`config.mk`:
```
export PLATFORM = sky130hd
export DESIGN_NAME = mc_ctrl_fsm
export DESIGN_NICKNAME = d
export VERILOG_FILES = /design/src/rtl/mc_ctrl_pkg.sv /design/src/rtl/mc_ctrl_decode.sv /design/src/rtl/mc_ctrl_fsm.sv
export SDC_FILE = /design/constraint.sdc
export NUM_CORES = 1
export LEC_CHECK = 0
export CAP_MARGIN = 15
export CORE_MARGIN = 2
export CORE_UTILIZATION = 25
export DETAILED_ROUTE_END_ITERATION = 6
export GPL_ROUTABILITY_DRIVEN = 0
export PLACE_DENSITY = 0.63
export SLEW_MARGIN = 20
export SYNTH_ARGS = -nofsm -noshare
export SYNTH_HDL_FRONTEND = slang
export SYNTH_SLANG_ARGS = --single-unit
export TNS_END_PERCENT = 5
```
`constraint.sdc`:
```
create_clock -name clk -period 1.85 [get_ports clk]
set_clock_uncertainty 0.2 [all_clocks]
set_input_delay 0.2775 -clock clk [delete_from_list [all_inputs] [get_ports clk]]
set_output_delay 0.2775 -clock clk [all_outputs]
set_load 0.01 [all_outputs]
```
`src/rtl/mc_ctrl_pkg.sv`:
```
// Shared constants for the multi-cycle MIPS controller: state encoding, decode classes,
// ALU operation codes, opcode/funct values and datapath mux selects.
package mc_ctrl_pkg;

   typedef enum logic [3:0] {
      ST_RESET    = 4'd0,
      ST_FETCH    = 4'd1,
      ST_DECODE   = 4'd2,
      ST_EXEC_R   = 4'd3,
      ST_WB_ALU   = 4'd4,
      ST_MEM_ADDR = 4'd5,
      ST_MEM_WR   = 4'd6,
      ST_MEM_RD   = 4'd7,
      ST_WB_MEM   = 4'd8,
      ST_BRANCH   = 4'd9,
      ST_JUMP     = 4'd10,
      ST_JR       = 4'd11,
      ST_TRAP     = 4'd12,
      ST_HALT     = 4'd13
   } state_t;

   typedef enum logic [2:0] {
      CL_EXEC,
      CL_MEM,
      CL_BRANCH,
      CL_JUMP,
      CL_JR,
      CL_ILLEGAL
   } class_t;

   localparam logic [3:0] ALU_ADD  = 4'h0;
   localparam logic [3:0] ALU_SUB  = 4'h1;
   localparam logic [3:0] ALU_AND  = 4'h2;
   localparam logic [3:0] ALU_OR   = 4'h3;
   localparam logic [3:0] ALU_XOR  = 4'h4;
   localparam logic [3:0] ALU_NOR  = 4'h5;
   localparam logic [3:0] ALU_SLT  = 4'h6;
   localparam logic [3:0] ALU_SLTU = 4'h7;
   localparam logic [3:0] ALU_SLL  = 4'h8;
   localparam logic [3:0] ALU_SRL  = 4'h9;
   localparam logic [3:0] ALU_SRA  = 4'hA;
   localparam logic [3:0] ALU_LUI  = 4'hB;
   localparam logic [3:0] ALU_NOP  = 4'hF;

   localparam logic [5:0] OP_RTYPE = 6'h00;
   localparam logic [5:0] OP_JAL   = 6'h03;
   localparam logic [5:0] FN_SLL   = 6'h00;
   localparam logic [5:0] FN_SRL   = 6'h02;
   localparam logic [5:0] FN_SRA   = 6'h03;
   localparam logic [5:0] FN_JR    = 6'h08;
   localparam logic [5:0] FN_JALR  = 6'h09;

   localparam logic [1:0] PCS_ALU    = 2'd0;
   localparam logic [1:0] PCS_ALUOUT = 2'd1;
   localparam logic [1:0] PCS_JUMP   = 2'd2;
   localparam logic [1:0] PCS_EXC    = 2'd3;

   localparam logic [1:0] SA_PC    = 2'd0;
   localparam logic [1:0] SA_RS    = 2'd1;
   localparam logic [1:0] SA_SHAMT = 2'd2;

   localparam logic [2:0] SB_RT      = 3'd0;
   localparam logic [2:0] SB_FOUR    = 3'd1;
   localparam logic [2:0] SB_SEXT    = 3'd2;
   localparam logic [2:0] SB_SEXT_SH = 3'd3;
   localparam logic [2:0] SB_ZEXT    = 3'd4;

   localparam logic [1:0] WA_RT  = 2'd0;
   localparam logic [1:0] WA_RD  = 2'd1;
   localparam logic [1:0] WA_R31 = 2'd2;

   localparam logic [1:0] WD_ALUOUT = 2'd0;
   localparam logic [1:0] WD_MDR    = 2'd1;
   localparam logic [1:0] WD_PC     = 2'd2;

   function automatic logic is_store(input logic [5:0] op);
      return op inside {6'h28, 6'h29, 6'h2B};
   endfunction

endpackage

```
`src/rtl/mc_ctrl_decode.sv`:
```
// Combinational opcode/funct decode: next-state class after DECODE plus the
// ALU operation and operand selects used in EXEC_R.
module mc_ctrl_decode
   import mc_ctrl_pkg::*;
(
   input  logic [5:0] i_op,
   input  logic [5:0] i_funct,
   output class_t     o_class,
   output logic       o_is_store,
   output logic [3:0] o_alu_op,
   output logic [1:0] o_src_a,
   output logic [2:0] o_src_b
);

   assign o_is_store = is_store(i_op);

   always_comb begin
      case (i_op)
         OP_RTYPE:
            o_class = (i_funct == FN_JR || i_funct == FN_JALR) ? CL_JR : CL_EXEC;
         6'h08, 6'h09, 6'h0A, 6'h0B, 6'h0C, 6'h0D, 6'h0E, 6'h0F:
            o_class = CL_EXEC;
         6'h20, 6'h21, 6'h23, 6'h24, 6'h25, 6'h28, 6'h29, 6'h2B:
            o_class = CL_MEM;
         6'h01, 6'h04, 6'h05, 6'h06, 6'h07:
            o_class = CL_BRANCH;
         6'h02, 6'h03:
            o_class = CL_JUMP;
         default:
            o_class = CL_ILLEGAL;
      endcase
   end

   always_comb begin
      o_alu_op = ALU_NOP;
      o_src_a  = SA_RS;
      o_src_b  = SB_SEXT;
      if (i_op == OP_RTYPE) begin
         o_src_b = SB_RT;
         // Immediate shifts take shamt; variable shifts keep rs as the amount operand.
         if (i_funct inside {FN_SLL, FN_SRL, FN_SRA})
            o_src_a = SA_SHAMT;
         case (i_funct)
            6'h00, 6'h04: o_alu_op = ALU_SLL;
            6'h02, 6'h06: o_alu_op = ALU_SRL;
            6'h03, 6'h07: o_alu_op = ALU_SRA;
            6'h20, 6'h21: o_alu_op = ALU_ADD;
            6'h22, 6'h23: o_alu_op = ALU_SUB;
            6'h24:        o_alu_op = ALU_AND;
            6'h25:        o_alu_op = ALU_OR;
            6'h26:        o_alu_op = ALU_XOR;
            6'h27:        o_alu_op = ALU_NOR;
            6'h2A:        o_alu_op = ALU_SLT;
            6'h2B:        o_alu_op = ALU_SLTU;
            default:      o_alu_op = ALU_NOP;
         endcase
      end else begin
         if (i_op inside {6'h0C, 6'h0D, 6'h0E})
            o_src_b = SB_ZEXT;
         case (i_op)
            6'h08, 6'h09: o_alu_op = ALU_ADD;
            6'h0A:        o_alu_op = ALU_SLT;
            6'h0B:        o_alu_op = ALU_SLTU;
            6'h0C:        o_alu_op = ALU_AND;
            6'h0D:        o_alu_op = ALU_OR;
            6'h0E:        o_alu_op = ALU_XOR;
            6'h0F:        o_alu_op = ALU_LUI;
            default:      o_alu_op = ALU_NOP;
         endcase
      end
   end

endmodule

```
`src/rtl/mc_ctrl_fsm.sv`:
```
// Multi-cycle MIPS control FSM with imem/dmem ready handshakes, a per-access
// wait-state watchdog (sticky bus_err, HALT) and an illegal-opcode trap.
module mc_ctrl_fsm
   import mc_ctrl_pkg::*;
#(
   parameter int unsigned ALUOP_W  = 4,
   parameter int unsigned WAIT_MAX = 15,
   parameter bit          TRAP_EN  = 1'b1
) (
   input  logic               clk,
   input  logic               rst_n,
   input  logic [31:0]        instr,
   input  logic               imem_ready,
   input  logic               dmem_ready,
   output logic               imem_req,
   output logic               dmem_req,
   output logic               ir_wr,
   output logic               pc_write,
   output logic               pc_write_cond,
   output logic [1:0]         pc_source,
   output logic [3:0]         br_sel,
   output logic [ALUOP_W-1:0] alu_op,
   output logic [1:0]         alu_src_a,
   output logic [2:0]         alu_src_b,
   output logic               rf_wr,
   output logic [1:0]         reg_w_ad,
   output logic [1:0]         reg_w_da,
   output logic               dm_wr,
   output logic               trap,
   output logic               bus_err,
   output logic [3:0]         state_o
);

   localparam int unsigned      CNT_W    = $clog2(WAIT_MAX + 1);
   localparam logic [CNT_W-1:0] CNT_LAST = CNT_W'(WAIT_MAX - 1);

   state_t           r_state;
   logic [CNT_W-1:0] r_wait_cnt;
   logic             r_bus_err;

   class_t     w_class;
   logic       w_is_store;
   logic [3:0] w_exec_alu_op;
   logic [1:0] w_exec_src_a;
   logic [2:0] w_exec_src_b;
   logic [5:0] w_op;
   logic [5:0] w_funct;
   logic       w_wait_state;
   logic       w_ready;
   logic       w_stall;
   logic       w_unused;

   assign w_op     = instr[31:26];
   assign w_funct  = instr[5:0];
   assign w_unused = ^{instr[25:17], instr[15:6]};

   mc_ctrl_decode u_decode (
      .i_op       (w_op),
      .i_funct    (w_funct),
      .o_class    (w_class),
      .o_is_store (w_is_store),
      .o_alu_op   (w_exec_alu_op),
      .o_src_a    (w_exec_src_a),
      .o_src_b    (w_exec_src_b)
   );

   assign w_wait_state = r_state inside {ST_FETCH, ST_MEM_RD, ST_MEM_WR};
   assign w_ready      = (r_state == ST_FETCH) ? imem_ready : dmem_ready;
   assign w_stall      = w_wait_state & ~w_ready;

   always_ff @(posedge clk or negedge rst_n) begin
      if (!rst_n) begin
         r_state    <= ST_RESET;
         r_wait_cnt <= '0;
         r_bus_err  <= 1'b0;
      end else if (w_stall) begin
         // WAIT_MAX-th consecutive stalled cycle; a ready in that cycle takes the other branch.
         if (r_wait_cnt == CNT_LAST) begin
            r_state    <= ST_HALT;
            r_bus_err  <= 1'b1;
            r_wait_cnt <= '0;
         end else begin
            r_wait_cnt <= r_wait_cnt + 1'b1;
         end
      end else begin
         r_wait_cnt <= '0;
         case (r_state)
            ST_RESET:    r_state <= ST_FETCH;
            ST_FETCH:    r_state <= ST_DECODE;
            ST_DECODE: begin
               case (w_class)
                  CL_EXEC:   r_state <= ST_EXEC_R;
                  CL_MEM:    r_state <= ST_MEM_ADDR;
                  CL_BRANCH: r_state <= ST_BRANCH;
                  CL_JUMP:   r_state <= ST_JUMP;
                  CL_JR:     r_state <= ST_JR;
                  default:   r_state <= TRAP_EN ? ST_TRAP : ST_FETCH;
               endcase
            end
            ST_EXEC_R:   r_state <= ST_WB_ALU;
            ST_MEM_ADDR: r_state <= w_is_store ? ST_MEM_WR : ST_MEM_RD;
            ST_MEM_RD:   r_state <= ST_WB_MEM;
            ST_HALT:     r_state <= ST_HALT;
            default:     r_state <= ST_FETCH;
         endcase
      end
   end

   always_comb begin
      imem_req      = 1'b0;
      dmem_req      = 1'b0;
      ir_wr         = 1'b0;
      pc_write      = 1'b0;
      pc_write_cond = 1'b0;
      pc_source     = PCS_ALU;
      br_sel        = '0;
      alu_op        = '0;
      alu_src_a     = SA_PC;
      alu_src_b     = SB_RT;
      rf_wr         = 1'b0;
      reg_w_ad      = WA_RT;
      reg_w_da      = WD_ALUOUT;
      dm_wr         = 1'b0;
      trap          = 1'b0;
      case (r_state)
         ST_FETCH: begin
            imem_req  = 1'b1;
            ir_wr     = imem_ready;
            pc_write  = imem_ready;
            alu_src_b = SB_FOUR;
            alu_op    = ALUOP_W'(ALU_ADD);
         end
         ST_DECODE: begin
            alu_src_b = SB_SEXT_SH;
            alu_op    = ALUOP_W'(ALU_ADD);
         end
         ST_EXEC_R: begin
            alu_op    = ALUOP_W'(w_exec_alu_op);
            alu_src_a = w_exec_src_a;
            alu_src_b = w_exec_src_b;
         end
         ST_WB_ALU: begin
            rf_wr    = 1'b1;
            reg_w_ad = (w_op == OP_RTYPE) ? WA_RD : WA_RT;
         end
         ST_MEM_ADDR: begin
            alu_src_a = SA_RS;
            alu_src_b = SB_SEXT;
            alu_op    = ALUOP_W'(ALU_ADD);
         end
         ST_MEM_WR: begin
            dmem_req = 1'b1;
            dm_wr    = 1'b1;
         end
         ST_MEM_RD:   dmem_req = 1'b1;
         ST_WB_MEM: begin
            rf_wr    = 1'b1;
            reg_w_da = WD_MDR;
         end
         ST_BRANCH: begin
            alu_src_a     = SA_RS;
            alu_op        = ALUOP_W'(ALU_SUB);
            pc_source     = PCS_ALUOUT;
            pc_write_cond = 1'b1;
            br_sel        = {instr[28:26], instr[16]};
         end
         ST_JUMP: begin
            pc_source = PCS_JUMP;
            pc_write  = 1'b1;
            if (w_op == OP_JAL) begin
               rf_wr    = 1'b1;
               reg_w_ad = WA_R31;
               reg_w_da = WD_PC;
            end
         end
         ST_JR: begin
            alu_src_a = SA_RS;
            alu_op    = ALUOP_W'(ALU_ADD);
            pc_write  = 1'b1;
            if (w_funct == FN_JALR) begin
               rf_wr    = 1'b1;
               reg_w_ad = WA_RD;
               reg_w_da = WD_PC;
            end
         end
         ST_TRAP: begin
            pc_source = PCS_EXC;
            pc_write  = 1'b1;
            trap      = 1'b1;
         end
         default: ;
      endcase
   end

   assign bus_err = r_bus_err;
   assign state_o = r_state;

endmodule

```
-- Word level (Yosys, flattened, before mapping)
Memories as Yosys holds them, arrays and structs flattened.
Cells that the tools add are included.
- memories kept: 2
- output and inout port bits: 32
- word-level logic and storage cells: 109
- memory bits (read-only): 320
- flip-flop bits (word level): 9
- input bits: 36
- memory list (name ; words ; width ; read ports ; clocked after Yosys merged registers in ; wr ports ; line ; source):
    (no name shown) ; 64 ; 4 ; 1 ; 0 ; 0 ; mc_ctrl_decode.sv:43 ; case (i_funct)
    (no name shown) ; 16 ; 4 ; 1 ; 0 ; 0 ; mc_ctrl_decode.sv:60 ; case (i_op)
- eq/ne operators: 46
- multiplexer cells: 37
- bitwise logic cells: 2
- reductions and logical operators: 18
- add/sub/neg operators: 1
- operator list (cell ; number):
    6-bit by 4-bit == test with 1-bit output (second input constant) ; 10
    6-bit == test (second input constant) ; 8
    4-bit == test (second input constant) ; 7
    4-bit 2-to-1 mux ; 7
    6-bit by 2-bit == test with 1-bit output (second input constant) ; 4
    6-bit by 3-bit == test with 1-bit output (second input constant) ; 4
    4-bit one-hot mux with 6 select lines ; 1
    4-bit one-hot mux with 5 select lines ; 1
    2-bit one-hot mux with 3 select lines ; 3
    4-bit by 3-bit == test with 1-bit output (second input constant) ; 4
    8-bit OR reduction ; 2
    3-bit one-hot mux with 5 select lines ; 1
    6-bit logical NOT ; 2
    1-bit 2-to-1 mux ; 12
    3-bit one-hot mux with 4 select lines ; 1
    3-bit nonzero test ; 4
    3-bit 2-to-1 mux ; 3
    4-bit by 2-bit == test with 1-bit output (second input constant) ; 2
    2-bit 2-to-1 mux ; 4
    4-bit one-hot mux with 2 select lines ; 1
    3-bit by 2-bit == test with 1-bit output (second input constant) ; 2
    6-bit by 1-bit == test with 1-bit output (second input constant) ; 1
    2-bit OR reduction ; 3
    3-bit OR reduction ; 2
    15 further kinds ; 15

-- Logic depth before layout (Yosys ltp)
- depth in word-level cells: 8
- depth in mapped cells: 6

-- Modules after synthesis
A second synthesis with hierarchy kept.
- cells, all modules: 173
- area, all modules: 1298.7 µm²
- modules (own cells, without submodules) (module ; cells an instance ; times used ; area each (µm²) ; seq. area each (µm²)):
    mc_ctrl_fsm ; 112 ; 1 ; 860.8 ; 225.2
    mc_ctrl_decode ; 61 ; 1 ; 437.9 ; 0.0

-- Worst setup path before layout
No wires, ideal clock.
- path kind: register to output
- start: register r_state[1] (netlist: state_o[1])
- end: output port alu_src_b[0]
- arrival time: 1.364 ns
- slack: 0.009 ns
- cell stages (with the launch flop): 7
- data required time: 1.372 ns
- path through: dfrtp_1 -> buf_6 -> buf_2 -> inv_1 -> nand2_1 -> nor3_1 -> nand2b_1
- longest elaborated chain between the ends: 2
- elaborated cells between the ends (all ways): 5
- ends and longest elaborated chain (element ; line ; source):
    start, declared ; mc_ctrl_fsm.sv:37 ; state_t r_state;
    start signal, assigned ; mc_ctrl_fsm.sv:97 ; default: r_state <= TRAP_EN ? ST_TRAP : ST_FETCH;
    start signal, assigned ; mc_ctrl_fsm.sv:101 ; ST_MEM_ADDR: r_state <= w_is_store ? ST_MEM_WR : ST_MEM_RD;
    4-bit by 3-bit == test with 1-bit output, or another cell as far along ; mc_ctrl_fsm.sv:125 ; case (r_state)
    3-bit one-hot mux with 4 select lines * ; mc_ctrl_fsm.sv:125 ;
    end, declared ; mc_ctrl_fsm.sv:24 ; output logic [2:0] alu_src_b,
Every way passes the cells marked *; elsewhere a longest branch is shown, timed or not.

-- Final worst setup path
- start: register r_state[3] (netlist: state_o[3])
- end: output port alu_src_a[0]
- longest elaborated chain between the ends: 3
- elaborated cells between the ends (all ways): 6
- ends and longest elaborated chain (element ; line ; source):
    4-bit == test or 4-bit by 3-bit == test with 1-bit output (tied branches) ; mc_ctrl_fsm.sv:125 ;
    3-bit OR reduction (no line) ; - ;
    2-bit one-hot mux with 2 select lines * ; mc_ctrl_fsm.sv:125 ;
    end, declared ; mc_ctrl_fsm.sv:23 ; output logic [1:0] alu_src_a,
Marks and branches as above.

==> reports/results.tsv <==
metric	value	unit
RSZ-0062 raised after global routing	yes	
relative slew slack	0.729	
worst hold path type	primary input to async pin	
WL per Instance	12.7	um
Die X	75.3	um
hold violation count in the final report	0	
CP cell instances	buf_6 > and2b_2 > and2_4 > o31a_1 > buf_2	
total grt overflow	0	
first-pass GRT wire length	7270	um
initial antenna violation count	0	
fin. max-slew vios	0	
Hold Worst Slack	0.146	ns
CP arrival	1.54	ns
Num CTS Buffers	3	
Yosys top cell area share	0.177	
gr usage total	0.160	
largest net degree at the start of global routing	14	
Max Cap Violations	0	
EDFF count, synth	0	
Pint	1.47	mW
Remaining DRCs	0	
Place WS	-0.894	ns
Vias/cell	4.67	
NumNets Final	323	
Clock Power Share	0.090	
Critical Path Max Stage Delay	0.42	ns
DRT Wirelength	4420	um
Cells after Synth	166	
YS warnings	0	
most instantiated cells after synthesis	16 x nor2_1, 10 x nand2_1, 10 x o21ai_0, 9 x a21oi_1, 9 x dfrtp_1	
Worst R2R Path Depth	6	
post-route ant nets	0	
Clock Sinks	9	
vias in the first global route	1526	
setup TNS	-2.36	ns
Final setup viols	28	
row cnt	25	
post-synth cell types	58	
failing checks	setup timing	
asr flop ratio synth	1.00	
I/O Buffers	48	
fillers	480	
register area	228	um2
Power, Total	2.46	mW
Setup crit start kind	flip-flop	
Placed Cells	330	
area occupied by multi-input gates	1060	um2
Yosys reg bits	9	
drt pass-1 iters	4	
Final HPWL DP	3380	um
Leak	1.22	nW
Die Area	5680	um2
root buffer cell	clkbuf_8	
P&R area growth vs syn	88.9	%
most common cell in the synthesized netlist	nor2_1	
PwrDens	1030	nW/um2
CTS tree	yes	
Clock transition at path regs	0.04	ns
Tcrit/Tclk final	1.09	
Comb power frac	0.780	
IO Count	68	
syn_nets	208	
core area	4820	um2
Setup Crit Path Kind	flip-flop to output pin	
switching power	0.996	mW
placed inst area	2220	um2
later-pin clock latency in the skew report	0.23	ns
sw frac	0.404	
share of power burned in registers	0.130	
clk buf depth	2	
post-synth top area cell	dfrtp_1	
Seq/Total Area, Yosys	0.177	
prevailing post-synth register cell	dfrtp_1	
Avg Cell Area, Syn	7.67	um2
outcome	finished with violations	
CP endpoint kind	output pin	
CP max-delay cell	dfrtp_1	
Inserted Diodes	0	
post-layout min period	2.02	ns
PnR worst setup slack	-0.166	ns
Initial Util	0.264	
Die H	75.3	um
Crit Path Max Fanout	3	
vias	1621	
synth top area cells	dfrtp_1 18%, ha_1 5.9%, nor2_1 4.7%, and3_1 3.9%, o21ai_0 3.9%	
layout cells sized above 1	0.521	
design area	2400	um2
peak supply drop	0.455	mV
mapped cell area	1270	um2
fmax	496	MHz
final cell count without fillers	347	
worst slew pin tran	0.405	ns
DRT iter0 DRCs	44	
CTS H-Tree Depth	1	
post-layout util	0.499	
Worst Path Required	1.37	ns
flip-flops by register name, indices dropped and copies added (netlist names):
register    flops
r_wait_cnt      4
bus_err         1
state_o         4
routing by layer:
metal,vias to the layer above,track usage,part of all wire
met1,758,0.242,0.49
li1,837,-,-
met5,-,0,0
met3,0,0.00926,0.028
met2,26,0.264,0.48
met4,0,0.0117,0
area by class of cell:
cell class,instances,area share
Clock buffer,4,0.0187
Inverter,8,0.0125
Multi-Input combinational cell,138,0.439
Sequential cell,9,0.0947
Tap cell,67,0.0349
Timing Repair Buffer,121,0.400
logic make-up (layout without fill, tap and decap cells):
| logic type | after synthesis | count (layout) | share of synthesized area |
|---|---|---|---|
| xor gates and xnor gates | 4 | 4 | 0.0275 |
| adders and majority gates | 6 | 6 | 0.0590 |
| muxes | 2 | 2 | 0.0167 |
| and+or+nand+nor | 79 | 79 | 0.374 |
| AOI/OAI and AO/OA | 47 | 47 | 0.259 |
| buffers and inverters | 19 | 133 | 0.0875 |
| DFF | 9 | 9 | 0.177 |
worst max-delay path, delay by kind of cell (launching register included):
kind	cells	cell delay (ns)
simple gates	2	0.35
buf+inv	2	0.28
compound gates	1	0.27
flops	1	0.42
power by group through the flow:
| stage | Clock (mW) | Sequential [mW] | Combinational (mW) |
|---|---|---|---|
| CTS | 0.227 | 0.318 | 1.80 |
| global route | 0.240 | 0.328 | 2.08 |
| finish | 0.221 | 0.321 | 1.92 |
| global placement | 0 | 0.324 | 1.69 |
| detailed placement | 0 | 0.327 | 1.70 |
| floorplan | 0 | 0.306 | 0.808 |
timing repair:
item                       CTS  global route
buffers inserted            13             1
pin swaps                   20            14
hold buffers                 0             0
gates resized for setup    168            30
setup endpoints to repair   40            37
placed cells by master, fill, tap and decap left out, types with 4 or more instances in the layout:
cell type         n
nand2_1           9
ha_1              6
o21ai_0           8
nand2b_1          5
dfrtp_1           7
dlygate4sd2_1     7
clkdlybuf4s50_1   5
nor2_1           12
clkbuf_2          4
buf_4            57
nand4_1           4
buf_2            24
a21oi_1           7
inv_1             6
buf_6            19
and3_1            7
path summary, 6_finish.rpt:
| path | startpoint | slack, ns | endpoint |
|---|---|---|---|
| worst max-delay path | state_o[3] | -0.17 | alu_src_a[0] |
| worst min-delay path | rst_n | 0.15 | r_wait_cnt[0] |
| worst max register to register | state_o[1] | -0.14 | bus_err |
| worst min register to register | bus_err | 0.27 | bus_err |
| max in group asynchronous | rst_n | 0.99 | state_o[0] |
| min in group clk | bus_err | 0.27 | bus_err |
Power figures use the tool's default switching activity.
